### src/rtl/interp_mac_seq.sv
// Polyphase interpolation MAC sequencer: one shared multiplier/accumulator walks all taps of each phase.
// Latency: first phase valid NUM_TAPS cycles after input acceptance; each phase costs NUM_TAPS MAC cycles plus one output cycle.
// Backpressure: in_ready only in IDLE; out_valid/out_data held until out_ready, stalling the whole sequence.
module interp_mac_seq #(
  parameter int DATA_WIDTH = 6,
  parameter int COEF_WIDTH = 6,
  parameter int COEF_FRAC  = 4,
  parameter int NUM_TAPS   = 4,
  parameter int INTERP     = 2
) (
  input  logic                                  clk,
  input  logic                                  rst,
  input  logic signed [DATA_WIDTH-1:0]          in_data,
  input  logic                                  in_valid,
  output logic                                  in_ready,
  input  logic [INTERP*NUM_TAPS*COEF_WIDTH-1:0] coef,
  output logic signed [DATA_WIDTH-1:0]          out_data,
  output logic                                  out_valid,
  input  logic                                  out_ready,
  output logic                                  busy
);

  // Accumulator is wide enough for NUM_TAPS full-precision products, so it never overflows.
  localparam int PRODW = DATA_WIDTH + COEF_WIDTH;
  localparam int ACCW  = PRODW + $clog2(NUM_TAPS);
  localparam int TAPW  = $clog2(NUM_TAPS);
  localparam int PHW   = $clog2(INTERP);

  localparam logic [TAPW-1:0] TAP_LAST   = TAPW'(NUM_TAPS - 1);
  localparam logic [PHW-1:0]  PHASE_LAST = PHW'(INTERP - 1);

  // Saturation bounds expressed at accumulator width: 2^(DW-1)-1 and -2^(DW-1).
  localparam logic signed [ACCW-1:0] SAT_MAX = {{(ACCW-DATA_WIDTH+1){1'b0}}, {(DATA_WIDTH-1){1'b1}}};
  localparam logic signed [ACCW-1:0] SAT_MIN = {{(ACCW-DATA_WIDTH+1){1'b1}}, {(DATA_WIDTH-1){1'b0}}};

  typedef enum logic [1:0] {
    S_IDLE = 2'd0,
    S_MAC  = 2'd1,
    S_OUT  = 2'd2
  } state_t;

  state_t                      r_state;
  logic [TAPW-1:0]             r_tap;
  logic [PHW-1:0]              r_phase;
  logic signed [ACCW-1:0]      r_acc;
  logic signed [DATA_WIDTH-1:0] r_x [NUM_TAPS];
  logic signed [DATA_WIDTH-1:0] r_out_data;
  logic                        r_out_valid;

  logic signed [DATA_WIDTH-1:0] w_x;
  logic signed [COEF_WIDTH-1:0] w_c;
  logic signed [PRODW-1:0]      w_prod;
  logic signed [ACCW-1:0]       w_sum;
  logic signed [ACCW-1:0]       w_shift;
  logic signed [DATA_WIDTH-1:0] w_sat;

  // Datapath: select tap sample and phase coefficient, multiply-accumulate, scale and saturate.
  always_comb begin
    w_x     = r_x[r_tap];
    w_c     = coef[(int'(r_phase) * NUM_TAPS + int'(r_tap)) * COEF_WIDTH +: COEF_WIDTH];
    w_prod  = PRODW'(w_x) * PRODW'(w_c);
    w_sum   = r_acc + ACCW'(w_prod);
    w_shift = w_sum >>> COEF_FRAC;
    if (w_shift >= SAT_MAX) begin
      w_sat = SAT_MAX[DATA_WIDTH-1:0];
    end else if (w_shift < SAT_MIN) begin
      w_sat = SAT_MIN[DATA_WIDTH-1:0];
    end else begin
      w_sat = w_shift[DATA_WIDTH-1:0];
    end
  end

  // Sequencer: accept a sample, run NUM_TAPS MACs per phase, present each phase until handshaked.
  always_ff @(posedge clk) begin
    if (rst) begin
      r_state     <= S_IDLE;
      r_tap       <= '0;
      r_phase     <= '0;
      r_acc       <= '0;
      r_out_data  <= '0;
      r_out_valid <= 1'b0;
      for (int i = 0; i < NUM_TAPS; i++) begin
        r_x[i] <= '0;
      end
    end else begin
      case (r_state)
        S_IDLE: begin
          if (in_valid) begin
            r_x[0] <= in_data;
            for (int i = 1; i < NUM_TAPS; i++) begin
              r_x[i] <= r_x[i-1];
            end
            r_acc   <= '0;
            r_tap   <= '0;
            r_phase <= '0;
            r_state <= S_MAC;
          end
        end
        S_MAC: begin
          r_acc <= w_sum;
          if (r_tap == TAP_LAST) begin
            r_out_data  <= w_sat;
            r_out_valid <= 1'b1;
            r_state     <= S_OUT;
          end else begin
            r_tap <= r_tap + 1'b1;
          end
        end
        S_OUT: begin
          if (out_ready) begin
            r_out_valid <= 1'b0;
            if (r_phase == PHASE_LAST) begin
              r_state <= S_IDLE;
            end else begin
              r_phase <= r_phase + 1'b1;
              r_acc   <= '0;
              r_tap   <= '0;
              r_state <= S_MAC;
            end
          end
        end
        default: r_state <= S_IDLE;
      endcase
    end
  end

  assign in_ready  = (r_state == S_IDLE);
  assign busy      = (r_state != S_IDLE);
  assign out_data  = r_out_data;
  assign out_valid = r_out_valid;

endmodule

### config.mk
export PLATFORM = sky130hd
export DESIGN_NAME = interp_mac_seq
export DESIGN_NICKNAME = d
export VERILOG_FILES = /design/src/rtl/interp_mac_seq.sv
export SDC_FILE = /design/constraint.sdc
export NUM_CORES = 1
export LEC_CHECK = 0
export CORE_MARGIN = 1
export CORE_UTILIZATION = 40
export CTS_BUF_LIST = sky130_fd_sc_hd__clkbuf_4 sky130_fd_sc_hd__clkbuf_8
export CTS_CLUSTER_SIZE = 24
export DETAILED_ROUTE_END_ITERATION = 6
export GPL_TIMING_DRIVEN = 0
export PLACE_DENSITY = 0.73
export SYNTH_ARGS = -nofsm -noshare
export SYNTH_HDL_FRONTEND = slang
export SYNTH_SLANG_ARGS = --single-unit
### constraint.sdc
create_clock -name clk -period 7.5 [get_ports clk]
set_input_delay 0.75 -clock clk [delete_from_list [all_inputs] [get_ports clk]]
set_output_delay 0.75 -clock clk [all_outputs]
set_load 0.005 [all_outputs]
# After elaboration in Yosys (flattened, before gate mapping)
# Memory sizes are Yosys's and may differ from the RTL's. A register that Yosys moved wholly into a read port is not among the register bits.
# Cells that the tools add are included.
# Widths: inputs -> output; s select.
[totals]
n_memories = 1
input_bits = 58
ff_bits = 26
elab_cells = 74
ramBits = 24
[op_classes]
n_eq_ne = 8
add_sub_neg = 4
bitwise_logic = 4
n_shift = 1
multipliers = 2
n_mux = 35
n_reduce_logical = 11
n_lt_le_gt_ge = 2
[memory_table]
columns = ["memory", "depth", "width", "rd", "rd_clocked_by_memory_dff", "wr", "line_no", "source"]
rows = [
  ["r_x", 4, 6, 4, 1, 4, "46", "logic signed [DATA_WIDTH-1:0] r_x [NUM_TAPS];"],
]
[op_table]
columns = ["operator", "count"]
rows = [
  ["$shiftx 48x8->6", 1],
  ["$mux 14", 3],
  ["$pmux 14 s3", 1],
  ["$mux 6", 6],
  ["$mux 2", 9],
  ["$add 14x12->14", 1],
  ["$mul 6x6->12", 1],
  ["$mux 1", 12],
  ["$pmux 2 s3", 2],
  ["$ge 10x6->1 const B", 1],
  ["$lt 10x6->1 const B", 1],
  ["$ne 2x2->1 const B", 5],
  ["$reduce_and 3->1", 3],
  ["$mul 4x2->6 const B", 1],
  ["$reduce_bool 2->1", 3],
  ["$reduce_and 5->1", 1],
  ["$add 3x2->4", 1],
  ["$eq 2x2->1 const B", 2],
  ["$or 1x1->1", 4],
  ["$pmux 1 s2", 2],
  ["$reduce_and 4->1", 1],
  ["$reduce_bool 3->1", 1],
  ["$add 2x1->2 const B", 1],
  ["$eq 2x1->1 const B", 1],
  ["other kinds (3)", 3],
]

# Logic depth before layout (Yosys ltp)
# Gate-level depths: netlist of run 1.
[depth]
ltp_word = 8
ltp_mapped = 22
ltp_nobuf = 20

# Worst setup path before layout of run 1
# No wires, ideal clock.
[synth_timing]
path_kind = "register -> register"
from = "register r_tap[0]"
to = "register r_out_data[0] (netlist: out_data[0])"
arrival_ns = 6.118
t_required_ns = 7.361
stages_incl_launch_ff = 22
slack_ns = 1.243
setup_time_ns = 0.139
cell_sequence = "dfxtp_1 clkbuf_1 buf_2 mux4_2 mux2_2 and2_1 fa_1 inv_1 fa_1 inv_1 fa_1 inv_1 fa_1 inv_1 ha_1 nand2_1 a2111o_1 and2_4 a21boi_4 a311o_1 o41ai_4 o32ai_1"
[synth_between]
elab_chain_cells = 8
[synth_lines]
columns = ["item", "line_no", "source"]
rows = [
  ["start: declaration", "43", "logic [TAPW-1:0] r_tap;"],
  ["start signal: assignment", "106", "r_tap <= r_tap + 1'b1;"],
  ["$add 3x2->4", "60", "w_c = coef[(int'(r_phase) * NUM_TAPS + int'(r_tap)) * COEF_WIDTH +: COEF_WIDTH];"],
  ["$mul 4x2->6", "60", ""],
  ["$shiftx 48x8->6", "60", ""],
  ["$mul 6x6->12", "61", "w_prod = PRODW'(w_x) * PRODW'(w_c);"],
  ["$add 14x12->14", "62", "w_sum = r_acc + ACCW'(w_prod);"],
  ["$lt 10x6->1", "66", "end else if (w_shift < SAT_MIN) begin"],
  ["$mux 6", "66", ""],
  ["$mux 6", "64", "if (w_shift >= SAT_MAX) begin"],
  ["end signal: assignment", "102", "r_out_data <= w_sat;"],
  ["end: declaration", "47", "logic signed [DATA_WIDTH-1:0] r_out_data;"],
]
# Parallel ways exist; a longest one is shown, timed or not.
# A chain may end at the register's enable or synchronous reset.

# Worst setup path after layout of run 1
[layout_timing]
from = "register r_tap[0]"
to = "register r_out_data[4] (netlist: out_data[4])"
# The elaborated chain is that of the path after synthesis.

==> flow_metrics.py, run 1 <==
metrics = {
    "critical_path": {
        "r2r_slack_ps": 590,
        "critPathRequiredTime_ps": 7680,
        "rr_startpoint": "r_tap[0]$_SDFFE_PP0P_",
        "r2r-end": "out_data[4]$_SDFFE_PP0P_",
        "crit_type": "register to register",
        "critPathCaptureType": "register",
        "cp_max_fo": 10,
        "rr_worst_depth": 22,
        "arrival_ps": 7090,
        "cp-start-kind": "register",
    },
    "global_route": {
        "grt_usage_pct": 17.8,
        "first_global_vias": 3537,
        "grt_max_degree": 25,
        "antenna_found_initial": 0,
        "grt_pass1_wl_um": 16500,
        "overflow": 0,
    },
    "clock_network": {
        "clkTransAtPathRegs_ps": 100,
        "numCtsBuffers": 5,
        "clk_latency_ps": 310,
        "h-tree-depth": 2,
        "cts.path.max_buffers": 2,
        "ctsResizeCount": 0,
        "root_buffer": "clkbuf_8",
        "post_cts_buffers": 0,
        "hold_buffers": 0,
        "cts_sinks": 52,
        "cts_tree": "built",
    },
    "placed_design": {
        "gp_congestion": 0.769,
        "dp_hpwl_um": 8300,
        "dp_cells": 662,
        "portBuffers": 66,
        "place_ws_ps": 541,
    },
    "final_layout": {
        "drive_gt1_share_pct": 6.98,
        "nets": 660,
        "area_growth_pct": 20.8,
        "final_util_pct": 50.2,
        "num_antenna_cells": 0,
        "final_cells": 670,
    },
    "min_path": {
        "whs_path_depth": 2,
        "hold_end": "out_data[5]$_SDFFE_PP0P_",
        "hold_class": "register to register",
        "holdCritStartpoint": "out_data[5]$_SDFFE_PP0P_",
    },
    "sta": {
        "min_period_ps": 6910,
        "finalSetupTns_ps": 0,
        "fmax_ghz": 0.145,
        "period_share_pct": 92.2,
        "setup_viol": 0,
        "fin_ws_ps": 587,
        "fin_skew_ps": 12.3,
        "relSlewSlack_pct": 26.2,
        "final_max_slew_viol_count": 0,
        "worst_slew_pin_slew_ps": 1110,
        "rsz0062_at_grt": "no",
        "hold_viol_final": 0,
    },
    "detailed_routing": {
        "drc": 0,
        "top_layer_used": "met4",
        "drt_wl_total_um": 9940,
        "wl_met2_um": 5260,
        "wl_met1_um": 4210,
        "via_per_inst": 5.16,
        "firstDrtPassIters": 4,
        "route.met3.wl_um": 303,
        "drtAntennaViolNets": 0,
        "initialDrtViolationCount": 139,
        "avgRoutedWirePerCell_um": 14.8,
        "vias": 3459,
    },
    "synthesis": {
        "synth.area.mux_share_pct": 10.5,
        "ys_seq_area_share_pct": 28.1,
        "syn_nets": 587,
        "netlist_area_um2": 4560,
        "synth-simple-area-share_pct": 15.5,
        "synth_top_family_by_area": "adder cells",
        "synthXorXnorAreaFrac_pct": 2.03,
        "synth_cells": 456,
        "ys_ff_latch": 52,
        "synthAdderAreaFrac_pct": 26.4,
        "synth-compound-area-share_pct": 9.16,
        "synthDistinctLibCells": 48,
        "yosys_warnings": 0,
        "syn_area_per_cell_um2": 10.0,
    },
    "run": {
        "cap_violations": 0,
    },
    "floorplanning": {
        "fp.dieW_um": 109,
        "die_y_um": 109,
        "num_io_pins": 67,
        "coreArea_um2": 11000,
        "fp.dieArea_um2": 11800,
        "rows": 38,
        "initial_core_util_pct": 41.5,
    },
    "pwr": {
        "seq_power_share_pct": 18.6,
        "internal_power_mw": 1.01,
        "pwr-share-clk_pct": 10.6,
        "ir_worst_vdd_v": 0.000270,
        "combPwrFrac_pct": 70.8,
        "sw_frac_of_total_pct": 47.0,
        "powerDensity_nw_per_um2": 346,
        "fin_total_pwr_mw": 1.91,
        "p_sw_mw": 0.897,
        "p_leak_nw": 2.42,
    },
    "status": {
        "status": "finished, final reports clean",
    },
}
[state kept, by name, indices dropped and copies added (netlist names), named ones only]
name and cells:
r_x 24, r_acc 14, out_data 6, r_state 2, r_tap 2, out_valid 1
r_phase 1
[cells by family (layout without fill, tap and decap cells)]
kind of cell             count (synthesis)  count (layout)
adder cells (fa/ha/maj)                 73              73
AND/OR/NAND/NOR                        144             144
AO/OA/AOI/OAI                           53              53
flip-flops                              52              52
XOR/XNOR                                 9               9
buffers and inverters                  100             174
multiplexers                            25              25
[cells in the mapped netlist, drive strengths merged]
| master | n | area [um^2] |
|---|---|---|
| inv | 85 | 319 |
| nor2 | 46 | 173 |
| fa | 39 | 781 |
| ha | 34 | 425 |
| and2 | 33 | 209 |
| nand2 | 31 | 116 |
| dfxtp | 28 | 561 |
| edfxtp | 24 | 721 |
| mux4 | 18 | 405 |
| a22oi | 15 | 113 |
| clkbuf | 12 | 45.0 |
| nor2b | 11 | 68.8 |
| a21oi | 9 | 45.0 |
| nor3 | 6 | 30.0 |
| xnor2 | 6 | 52.6 |
| nand2b | 5 | 31.3 |
| o21ai | 5 | 25.0 |
| o32ai | 5 | 43.8 |
| mux2i | 4 | 40.0 |
| a31oi | 3 | 18.8 |
| and3 | 3 | 18.8 |
| buf | 3 | 12.5 |
| mux2 | 3 | 33.8 |
| nand3 | 3 | 20.0 |
| a21o | 2 | 15.0 |
| a311o | 2 | 20.0 |
| o21a | 2 | 15.0 |
| or3 | 2 | 12.5 |
| xor2 | 2 | 17.5 |
| a2111o | 1 | 11.3 |
| a211oi | 1 | 12.5 |
| a21boi | 1 | 18.8 |
| a32oi | 1 | 8.76 |
| a41oi | 1 | 8.76 |
| and4 | 1 | 8.76 |
| nand3b | 1 | 7.51 |
| nor4 | 1 | 6.26 |
| o2111ai | 1 | 8.76 |
| o21bai | 1 | 7.51 |
| o31ai | 1 | 7.51 |
| o32a | 1 | 11.3 |
| o41ai | 1 | 27.5 |
| or2 | 1 | 6.26 |
| xnor3 | 1 | 22.5 |
[critical path, stage by stage (launching register included)]
cell and delay (ps):
dfxtp_1 340, clkbuf_1 320, buf_2 400, mux4_2 560, mux2_2 340, nand2_1 190
inv_1 80, fa_1 530, inv_1 150, fa_1 570, inv_1 60, fa_1 530
inv_1 50, fa_1 520, inv_1 40, ha_1 350, nand2_1 100, a2111o_1 380
a31oi_1 290, o32a_2 270, nand2_1 60, a41oi_1 440, o32ai_1 190
[through the flow]
step           hold slack, ps  cell area, um^2
6_report                  481             5510
5_1_grt                   510             5510
4_1_cts                   477             5510
3_5_place_dp              459             5400
3_3_place_gp              448             5400
2_1_floorplan             453             4560
[power groups by stage]
| stage | registers (mW) | logic [mW] | clock network [mW] |
|---|---|---|---|
| 3_5_place_dp | 0.362 | 1.36 | 0 |
| 5_1_grt | 0.358 | 1.54 | 0.216 |
| 4_1_cts | 0.355 | 1.37 | 0.206 |
| 2_1_floorplan | 0.350 | 1.07 | 0 |
| 6_report | 0.354 | 1.35 | 0.203 |
| 3_3_place_gp | 0.360 | 1.31 | 0 |
[metal layers]
| metal | vias up | track usage (%) |
|---|---|---|
| li1 | 1658 | - |
| met3 | 12 | 2.51 |
| met5 | - | 0 |
| met1 | 1721 | 22.5 |
| met4 | 0 | 4.63 |
| met2 | 68 | 32.0 |
[worst max-delay path by stage]
stage	start	slack [ps]	end
5_1_grt	r_tap[0]$_SDFFE_PP0P_	100	out_data[4]$_SDFFE_PP0P_
6_report	r_tap[0]$_SDFFE_PP0P_	590	out_data[4]$_SDFFE_PP0P_
3_3_place_gp	coef[0]	670	out_data[4]$_SDFFE_PP0P_
4_1_cts	r_tap[0]$_SDFFE_PP0P_	510	out_data[4]$_SDFFE_PP0P_
3_5_place_dp	coef[0]	540	out_data[4]$_SDFFE_PP0P_
2_1_floorplan	r_tap[0]$_SDFFE_PP0P_	1240	out_data[0]$_SDFFE_PP0P_
[layout make-up]
type | instances | area [um^2]
inverters | 85 | 319
repair buffers | 66 | 661
clock buffers | 6 | 76.3
clock inverters | 2 | 38.8
flip-flops and latches | 52 | 1280
fillers | 1014 | 5470
plain buffers | 15 | 57.6
multi-input cells | 304 | 2900
well taps | 140 | 175
[cell usage in the layout, fill, tap and decap left out, types with 9 or more instances in the layout]
| master | synthesis | layout |
|---|---|---|
| nand2_1 | 31 | 31 |
| dfxtp_1 | 28 | 28 |
| a21oi_1 | 9 | 9 |
| inv_1 | 85 | 85 |
| edfxtp_1 | 24 | 24 |
| fa_1 | 39 | 39 |
| ha_1 | 34 | 34 |
| clkdlybuf4s50_1 | 0 | 66 |
| clkbuf_1 | 12 | 12 |
| mux4_2 | 18 | 18 |
| nor2b_1 | 11 | 11 |
| a22oi_1 | 15 | 15 |
| and2_1 | 31 | 31 |
| nor2_1 | 46 | 46 |
No activity file was read; power rests on OpenSTA's default activity.
==> inputs of run 2 (changes only) <==
--- a/config.mk
+++ b/config.mk
@@ -5,13 +5,13 @@
 export SDC_FILE = /design/constraint.sdc
 export NUM_CORES = 1
 export LEC_CHECK = 0
+export ABC_AREA = 1
 export CORE_MARGIN = 1
 export CORE_UTILIZATION = 40
 export CTS_BUF_LIST = sky130_fd_sc_hd__clkbuf_4 sky130_fd_sc_hd__clkbuf_8
 export CTS_CLUSTER_SIZE = 24
 export DETAILED_ROUTE_END_ITERATION = 6
-export GPL_TIMING_DRIVEN = 0
-export PLACE_DENSITY = 0.73
+export PLACE_DENSITY = 0.72
 export SYNTH_ARGS = -nofsm -noshare
 export SYNTH_HDL_FRONTEND = slang
 export SYNTH_SLANG_ARGS = --single-unit
==> run 2 against run 1 <==
Against the previous run: via count increased by 24%; worst hold slack got worse by 10 ps; area after synthesis increased by 7.6%; core utilization decreased by 1.9 points; global-route usage increased by 0.98 points; synthesized cell count increased by 48%; clock power decreased by 13%; clock skew decreased by 6.5 ps; final cell count increased by 31%; sequential share of layout area decreased by 1.0 points; sequential power decreased by 4%; combinational power increased by 14%; largest power group unchanged.
==> flow_metrics.py, run 2 <==
metrics = {
    "pwr": {
        "seq_power_share_pct": 16.5,
        "p_sw_mw": 1.10,
        "combPwrFrac_pct": 74.9,
        "powerDensity_nw_per_um2": 356,
        "pwr-share-clk_pct": 8.6,
        "p_leak_nw": 2.86,
        "fin_total_pwr_mw": 2.05,
        "ir_worst_vdd_v": 0.000271,
        "sw_frac_of_total_pct": 53.6,
        "internal_power_mw": 0.954,
    },
    "critical_path": {
        "crit_start": "r_tap[0]$_SDFFE_PP0P_",
        "crit_type": "register to register",
        "critPathCaptureType": "register",
        "cp-start-kind": "register",
        "rr_startpoint": "r_tap[0]$_SDFFE_PP0P_",
        "critPathRequiredTime_ps": 7730,
        "rr_worst_depth": 27,
        "arrival_ps": 6240,
        "cp_max_fo": 27,
    },
    "final_layout": {
        "final_cells": 879,
        "largest_register_ffs": 24,
        "design_area_um2": 5770,
        "area_growth_pct": 17.6,
        "regMostFlops": "r_x",
        "nets": 862,
        "drive_gt1_share_pct": 4.10,
        "final_cell_mix": "inv_1, nand2_1, nor2_1",
        "num_antenna_cells": 0,
        "fill_cells": 1188,
        "final_util_pct": 48.3,
        "final_common_cell": "inv_1",
    },
    "synthesis": {
        "yosys_warnings": 0,
        "synth_most_common_cell": "inv_1",
        "synth-async-reset-ratio_pct": 0,
        "synth_edf_count": 24,
        "syn_nets": 807,
        "synth_cells": 676,
        "synth_top_cell_area_share_pct": 15.9,
        "syn_area_per_cell_um2": 7.26,
        "synthDistinctLibCells": 35,
        "ys_seq_area_share_pct": 26.1,
        "synth.area.top_cells": "fa_1, edfxtp_1, inv_1, dfxtp_1, nand2_1",
        "netlist_area_um2": 4910,
        "synth_commonest_cells": "inv_1, nand2_1, nor2_1",
        "synth-main-ff-cell": "dfxtp_1",
        "yosys.area.top_type": "fa_1",
        "ys_ff_latch": 52,
    },
    "clock_network": {
        "post_cts_buffers": 0,
        "numCtsBuffers": 5,
        "ctsResizeCount": 0,
        "cts.path.max_buffers": 2,
        "clk_latency_ps": 320,
        "h-tree-depth": 2,
        "clkTransAtPathRegs_ps": 110,
        "cts_tree": "built",
        "cts_sinks": 52,
        "root_buffer": "clkbuf_8",
        "hold_buffers": 0,
    },
    "sta": {
        "hold_viol_final": 0,
        "rsz0062_at_grt": "no",
        "period_share_pct": 80.1,
        "final_max_slew_viol_count": 0,
        "setup_viol": 0,
        "fin_skew_ps": 5.87,
        "fmax_ghz": 0.166,
        "worst_slew_pin_slew_ps": 1070,
        "min_period_ps": 6010,
        "relSlewSlack_pct": 28.7,
        "fin_ws_ps": 1490,
        "hold_slack_ps": 471,
        "finalSetupTns_ps": 0,
    },
    "global_route": {
        "grt_usage_pct": 18.8,
        "antenna_found_initial": 0,
        "overflow": 0,
        "first_global_vias": 4121,
        "grt_max_degree": 28,
        "grt_pass1_wl_um": 19200,
    },
    "detailed_routing": {
        "via_per_inst": 4.89,
        "vias": 4300,
        "firstDrtPassIters": 5,
        "drc": 0,
        "initialDrtViolationCount": 405,
        "drtAntennaViolNets": 0,
        "avgRoutedWirePerCell_um": 13.1,
        "drt_wl_total_um": 11500,
    },
    "floorplanning": {
        "num_io_pins": 67,
        "fp.dieArea_um2": 12700,
        "fp.dieW_um": 113,
        "die_y_um": 113,
        "rows": 40,
        "coreArea_um2": 12000,
        "initial_core_util_pct": 41.0,
    },
    "placed_design": {
        "placed_area_um2": 5680,
        "place_ws_ps": 1510,
        "dp_cells": 871,
        "portBuffers": 66,
        "dp_hpwl_um": 9190,
        "gp_congestion": 0.942,
    },
    "run": {
        "cap_violations": 0,
    },
    "min_path": {
        "hold_class": "register to register",
        "holdCritStartpoint": "r_acc[5]$_SDFFE_PP0P_",
        "whs_path_depth": 2,
    },
    "status": {
        "status": "finished, final reports clean",
    },
}
-- run 2: changes by cell type after synthesis, sizes merged, moves of 6 or more --
cell	previous run	this run
nand2	31	152
inv	85	166
nor2	46	86
and2	33	0
nand3	3	29
a21oi	9	32
o21ai	5	26
mux4	18	0
a22oi	15	0
nor2b	11	0
o221ai	0	10
buf	3	9
nor3	6	0
-- run 2: power groups by stage --
| stage | Sequential [mW] | Combinational, mW | Clock (mW) |
|---|---|---|---|
| 6_report | 0.339 | 1.54 | 0.176 |
| 5_1_grt | 0.343 | 1.77 | 0.190 |
| 4_1_cts | 0.339 | 1.55 | 0.179 |
| 3_5_place_dp | 0.346 | 1.54 | 0 |
| 3_3_place_gp | 0.345 | 1.51 | 0 |
| 2_1_floorplan | 0.339 | 1.19 | 0 |
-- run 2: worst max-delay path, stage by stage (launching register included) --
cell and delay [ps]:
dfxtp_1 880, inv_2 360, o21ai_0 270, o221ai_1 150, nand2_1 120, nor2_1 60
fa_1 600, inv_1 160, fa_1 580, inv_1 60, fa_1 520, inv_1 50
fa_1 530, inv_1 50, ha_1 380, nand2_1 90, nand2_1 90, a21oi_2 180
inv_1 60, nand2_1 50, nand3_1 100, inv_1 70, nand2_1 50, nand2_2 90
o21bai_4 150, nand3_1 90, nand2_1 70, inv_1 30
-- run 2: cells by family after synthesis --
| kind of cell | Yosys count | share of synthesized area [%] |
|---|---|---|
| buffers and inverters | 185 | 14.4 |
| AND/OR/NAND/NOR | 276 | 23.3 |
| flip-flops | 52 | 26.1 |
| AO/OA/AOI/OAI | 84 | 10.6 |
| adder cells (fa/ha/maj) | 73 | 24.6 |
| XOR/XNOR | 6 | 1.07 |
-- run 2: final timing paths --
path	end	slack, ps
worst max-delay path	out_data[1]$_SDFFE_PP0P_	1490
worst min-delay path	r_acc[5]$_SDFFE_PP0P_	470
worst min register to register	r_acc[5]$_SDFFE_PP0P_	470
worst max register to register	out_data[1]$_SDFFE_PP0P_	1490
-- run 2: metal layers --
layer / wire, um / up-vias / track usage (%)
li1: - / 2174 / -
met3: 945 / 7 / 2.89
met1: 5340 / 1959 / 26.7
met4: 80 / 0 / 3.82
met5: 0 / - / 0
met2: 5120 / 160 / 30.5
-- run 2: area by class of cell --
cell class	instances	area (um^2)	area share (%)
repair buffers	67	668	11.6
clock inverters	3	27.5	0.477
clock buffers	5	68.8	1.19
multi-input cells	439	2920	50.6
flip-flops and latches	52	1280	22.2
inverters	166	623	10.8
well taps	147	184	3.19
